==> src/rtl/pdh_pkg.sv <==
// pdh_pkg: command-word layout, command codes and field widths shared by
// the PDH control core. The optional ADC readback (PDH_ADC_READBACK_EN)
// uses CMD_GET_ADC; without it that code decodes as unknown.
package pdh_pkg;

  localparam int RST_BIT     = 31;
  localparam int STROBE_BIT  = 30;
  localparam int CMD_MSB     = 29;
  localparam int CMD_LSB     = 26;
  localparam int CMD_W       = CMD_MSB - CMD_LSB + 1;
  localparam int DATA_W      = 26;
  localparam int DAC_SEL_BIT = 14;
  localparam int DAC_W       = 14;
  localparam int LED_W       = 8;

  typedef enum logic [CMD_W-1:0] {
    CMD_IDLE    = 4'h0,
    CMD_SET_LED = 4'h1,
    CMD_SET_DAC = 4'h2,
    CMD_GET_ADC = 4'h3
  } cmd_t;

  typedef struct packed {
    logic              soft_rst;
    logic              strobe;
    logic [CMD_W-1:0]  cmd;
    logic [DATA_W-1:0] data;
  } cmd_word_t;

endpackage

==> src/rtl/pdh_strobe_edge.sv <==
// pdh_strobe_edge: registers the PS command word once and produces a
// single-cycle execute pulse on each strobe rising edge, suppressed while
// the registered soft-reset bit is high.
module pdh_strobe_edge import pdh_pkg::*; (
  input  logic              clk,
  input  logic              rst_n,
  input  logic [31:0]       word,
  output logic              exec,
  output logic              soft_rst,
  output logic              strobe,
  output logic [CMD_W-1:0]  cmd,
  output logic [DATA_W-1:0] data
);

  cmd_word_t r1;
  cmd_word_t r1_next;
  logic      strobe_prev;

  assign r1_next = '{soft_rst: word[RST_BIT],
                     strobe:   word[STROBE_BIT],
                     cmd:      word[CMD_MSB:CMD_LSB],
                     data:     word[DATA_W-1:0]};

  // Input capture keeps sampling during soft reset so the reset can be
  // released; strobe_prev tracks r1.strobe so a strobe held high across
  // the soft-reset release is not seen as a new edge.
  always_ff @(posedge clk or negedge rst_n) begin
    if (!rst_n) begin
      r1          <= '0;
      strobe_prev <= 1'b0;
    end else begin
      r1          <= r1_next;
      strobe_prev <= r1.strobe;
    end
  end

  assign exec     = r1.strobe & ~strobe_prev & ~r1.soft_rst;
  assign soft_rst = r1.soft_rst;
  assign strobe   = r1.strobe;
  assign cmd      = r1.cmd;
  assign data     = r1.data;

endmodule

==> src/rtl/pdh_core.sv <==
// pdh_core: PS-facing control core of the PDH controller. Executes LED and
// DAC commands on strobe rising edges and returns a callback word.
// Optional feature macro: PDH_ADC_READBACK_EN (ADC latch + CMD_GET_ADC).
module pdh_core import pdh_pkg::*; (
  input  logic        clk,
  input  logic        rst_n,
  input  logic [31:0] adc_tdata_i,
  input  logic        adc_tvalid_i,
  input  logic [31:0] axi_from_ps_i,
  output logic [31:0] axi_to_ps_o,
  output logic [7:0]  led_o,
  output logic [31:0] dac_tdata_o,
  output logic        dac_tvalid_o
);

  logic              exec;
  logic              soft_rst;
  logic              strobe;
  logic [CMD_W-1:0]  cmd;
  logic [DATA_W-1:0] data;

  logic [DAC_W-1:0]  dac0;
  logic [DAC_W-1:0]  dac1;
  logic [CMD_W-1:0]  cb_cmd;
  logic              cb_strobe;
  logic [DATA_W-1:0] cb_data;

  pdh_strobe_edge u_strobe_edge (
    .clk      (clk),
    .rst_n    (rst_n),
    .word     (axi_from_ps_i),
    .exec     (exec),
    .soft_rst (soft_rst),
    .strobe   (strobe),
    .cmd      (cmd),
    .data     (data)
  );

`ifdef PDH_ADC_READBACK_EN
  logic [31:0]      adc_latched;
  logic [DAC_W-1:0] adc_sel;

  // Hold the most recent valid ADC sample for readback.
  always_ff @(posedge clk or negedge rst_n) begin
    if (!rst_n) begin
      adc_latched <= '0;
    end else if (adc_tvalid_i) begin
      adc_latched <= adc_tdata_i;
    end
  end

  assign adc_sel = data[0] ? adc_latched[29:16] : adc_latched[13:0];
`else
  logic adc_unused;
  assign adc_unused = ^{adc_tdata_i, adc_tvalid_i};
`endif

  // Command execution, LED/DAC state and callback registers.
  always_ff @(posedge clk or negedge rst_n) begin
    if (!rst_n) begin
      led_o        <= '0;
      dac0         <= '0;
      dac1         <= '0;
      dac_tvalid_o <= 1'b0;
      cb_cmd       <= '0;
      cb_strobe    <= 1'b0;
      cb_data      <= '0;
    end else if (soft_rst) begin
      led_o        <= '0;
      dac0         <= '0;
      dac1         <= '0;
      dac_tvalid_o <= 1'b0;
      cb_cmd       <= '0;
      cb_strobe    <= 1'b0;
      cb_data      <= '0;
    end else begin
      dac_tvalid_o <= 1'b0;
      cb_strobe    <= strobe;
      if (exec) begin
        case (cmd)
          CMD_IDLE: begin
          end
          CMD_SET_LED: begin
            led_o   <= data[LED_W-1:0];
            cb_cmd  <= cmd;
            cb_data <= data;
          end
          CMD_SET_DAC: begin
            if (data[DAC_SEL_BIT]) begin
              dac1 <= data[DAC_W-1:0];
            end else begin
              dac0 <= data[DAC_W-1:0];
            end
            dac_tvalid_o <= 1'b1;
            cb_cmd       <= cmd;
            cb_data      <= data;
          end
`ifdef PDH_ADC_READBACK_EN
          CMD_GET_ADC: begin
            cb_cmd  <= cmd;
            cb_data <= {{(DATA_W-DAC_W){1'b0}}, adc_sel};
          end
`endif
          default: begin
            cb_cmd  <= cmd;
            cb_data <= '0;
          end
        endcase
      end
    end
  end

  assign dac_tdata_o = {2'b00, dac1, 2'b00, dac0};
  assign axi_to_ps_o = {cb_cmd, cb_strobe, 1'b0, cb_data};

endmodule

==> config.mk <==
export PLATFORM = sky130hd
export DESIGN_NAME = pdh_core
export DESIGN_NICKNAME = d
export VERILOG_FILES = /design/src/rtl/pdh_pkg.sv /design/src/rtl/pdh_strobe_edge.sv /design/src/rtl/pdh_core.sv
export SDC_FILE = /design/constraint.sdc
export NUM_CORES = 1
export LEC_CHECK = 0
export CAP_MARGIN = 20
export CORE_MARGIN = 2
export CORE_UTILIZATION = 50
export CTS_CLUSTER_DIAMETER = 100
export CTS_CLUSTER_SIZE = 40
export DETAILED_ROUTE_END_ITERATION = 8
export DONT_BUFFER_PORTS = 1
export MAX_ROUTING_LAYER = met4
export PLACE_DENSITY_LB_ADDON = 0.2
export SYNTH_ARGS = -nofsm -noshare
export SYNTH_HDL_FRONTEND = slang
export SYNTH_SLANG_ARGS = --single-unit
==> constraint.sdc <==
create_clock -name clk -period 5.35 [get_ports clk]
set_input_delay 0 -clock clk [delete_from_list [all_inputs] [get_ports clk]]
set_output_delay 0 -clock clk [all_outputs]
set_load 0.005 [all_outputs]
==> flow_summary.toml <==
[run_status]
status = "finished, final reports clean"

[critical_path]
crit_end = "cb_data[10]"
worstSetupPathType = "flip-flop to flip-flop"
worstSetupPathDepth = 4
rr_startpoint = "u_strobe_edge.soft_rst"
arrival_ns = 2.25
crit_buf_inv = 1
worstSetupEndpointType = "flip-flop"
reg2reg_setup_slack_ns = 3.34
worstPathRequired_ns = 5.59
cpPeakStageDelay_ns = 0.59
worstRegToRegCells = 4
path_cells = "nor4_1 -> a22oi_2 -> buf_4 -> mux2_2"
critPathLaunch = "u_strobe_edge.soft_rst"
crit_family = "flip-flops"
crit_fanout = 26
crit_slowest_cell = "dfrtp_1"
r2r-end = "cb_data[10]"
start_kind = "flip-flop"

[clock_tree]
clockRootBuffer = "clkbuf_8"
cts_resized = 0
clock_latency_ns = 0.35
clk_pin_slew_ns = 0.10
cts_buffers = 9
postCtsHoldBufs = 34
clockBufferDepth = 2
cts_tree = "yes"
clock-sinks = 101
post-cts-setup-buffers = 0
h-tree-depth = 3

[synth]
synth-edff-count = 0
yosys_register_bits = 101
yosys_warnings = 0
avgSynthCellArea_um2 = 13.1
synthArstFlopShare_pct = 100
ys.flop_type = "dfrtp_1"
synth_cell_types = 33
postSynthCellCount = 297
syn_area_um2 = 3890
seq_area_frac_synth_pct = 64.9

[timing]
grt_setup_unrepaired = "false"
post-route-min-period_ns = 2.01
maxSlewHeadroom_pct = 31.6
timing.final.crit_share_pct = 37.6
worstMarginPinSlew_ns = 1.03
setup_viol_count_final = 0
fmax_mhz = 497
slew_viol_final = 0
fin_setup_tns_ns = 0
hold_viol_final = 0
clock_skew_ns = 0.0120

[die]
fp.coreArea_um2 = 7650
die_w_um = 92.2
num_rows = 32
die_area_um2 = 8510
initial_core_util_pct = 50.9
io_pins = 140
dieHeight_um = 92.2

[route]
wire_per_inst_um = 18.1
via_per_inst = 5.25
first_iter_violations = 141
drc_errors = 0
wirelength_mm = 7.88
firstDrtPassIters = 4
vias = 2278
drtAntennaViolNets = 0

[placed_design]
place_congestion = 0.819
dp_hpwl_mm = 4.92
io_buffers = 0

[cells_and_area]
syn2layout_area_growth_pct = 15.8
nets = 394
utilization_pct = 59.0
drive_gt1_share_pct = 16.0
num_antenna_cells = 0
nFillCells = 631

[grt]
grt_max_degree = 102
grt_pass1_wl_mm = 12.6
antenna_found_initial = 0
grt-ovfl-total = 0
grt_usage_pct = 20.1
grt_pass1_vias = 2299

[power_and_ir_drop]
p_per_area_nw_per_um2 = 301
p_leak_nw = 2.23
ir_drop_uv = 151

[min_path]
hold_class = "input pin to flip-flop"
hold-path-cell-count = 1

[run]
maxCapViolCount = 0
==> how the worst min path moves through the flow <==
stage / slack [ns] / from / end
after floorplan: -0.30 / rst_n / cb_cmd[0]
after global placement: -0.29 / rst_n / dac1[2]
after detailed placement: -0.29 / rst_n / dac1[2]
after CTS: 0.18 / axi_from_ps_i[18] / u_strobe_edge.data[18]
after global routing: 0.18 / axi_from_ps_i[18] / u_strobe_edge.data[18]
final: 0.19 / axi_from_ps_i[20] / u_strobe_edge.data[20]
==> area by class of cell <==
class,instances,area (um2),area share [%]
Clock buffer,10,128,2.83
Clock inverter,6,63.8,1.42
Inverter,2,7.51,0.166
Multi-Input combinational cell,174,1250,27.8
Sequential cell,101,2530,56.0
Tap cell,102,128,2.83
Timing Repair Buffer,39,403,8.93
==> sequential cells by signal (all words and copies together), names as in the netlist <==
name / cells
u_strobe_edge.data: 26
u_strobe_edge.strobe: 1
u_strobe_edge.cmd: 4
dac0: 14
dac_tvalid_o: 1
cb_strobe: 1
dac1: 14
led_o: 8
u_strobe_edge.soft_rst: 1
cb_data: 26
u_strobe_edge.strobe_prev: 1
cb_cmd: 4
==> synth_stat cells, drive strengths merged, types with 2 or more instances <==
master,count,area [um2]
dfrtp,101,2530
nand2,42,158
mux2i,32,320
and3,26,163
mux2,26,293
buf,12,86.3
clkbuf,12,46.3
a21oi,8,40.0
nand3,8,40.0
o21ai,8,40.0
o2bb2ai,4,35.0
nor3b,2,20.0
or3b,2,17.5
==> per-stage QoR <==
stage	total power, mW	hold WS (ns)	instance area (um2)	cells	worst slack, ns
3_5_place_dp	0.870	-0.293	3950	383	2.91
3_3_place_gp	0.869	-0.292	3950	383	2.95
6_report	1.36	0.191	4510	434	3.34
5_1_grt	1.42	0.179	4510	434	3.18
2_1_floorplan	0.856	-0.296	3910	301	3.54
4_1_cts	1.38	0.175	4490	433	2.88
==> kinds of logic after synthesis <==
| group | Yosys count | share of synthesized area [%] |
|---|---|---|
| AND/OR/NAND/NOR | 89 | 12.1 |
| XOR/XNOR | 1 | 0.225 |
| buffers and inverters | 26 | 3.60 |
| flip-flops | 101 | 64.9 |
| AO/OA/AOI/OAI | 21 | 3.28 |
| multiplexers | 58 | 15.8 |
| other | 1 | 0.0963 |
==> metal layers <==
metal  wire length, um  up-vias  global-route usage, %
li1                  -     1070                      -
met1              3530     1123                   27.7
met2              3650       76                   28.9
met3               593        9                   5.67
met4                95        0                   7.09
met5                 0        -                      -
==> power by group <==
group | leakage [nW] | switching [mW] | internal (mW)
registers | 1.33 | 0.0195 | 0.784
clock network | 0.0923 | 0.252 | 0.216
logic | 0.811 | 0.0487 | 0.0376
total | 2.23 | 0.321 | 1.04
==> placed cells by master, fill, tap and decap left out, types with 2 or more instances in the layout <==
cell	instances
a21oi_1	8
o2bb2ai_1	4
clkinvlp_4	2
mux2_2	26
clkinv_2	2
conb_1	5
clkbuf_8	9
nand3_1	8
o21ai_0	8
and3_1	26
mux2i_1	32
dfrtp_1	101
dlygate4sd3_1	33
nand2_1	42
buf_4	4
Note: power is estimated with default switching activity, not from simulation.
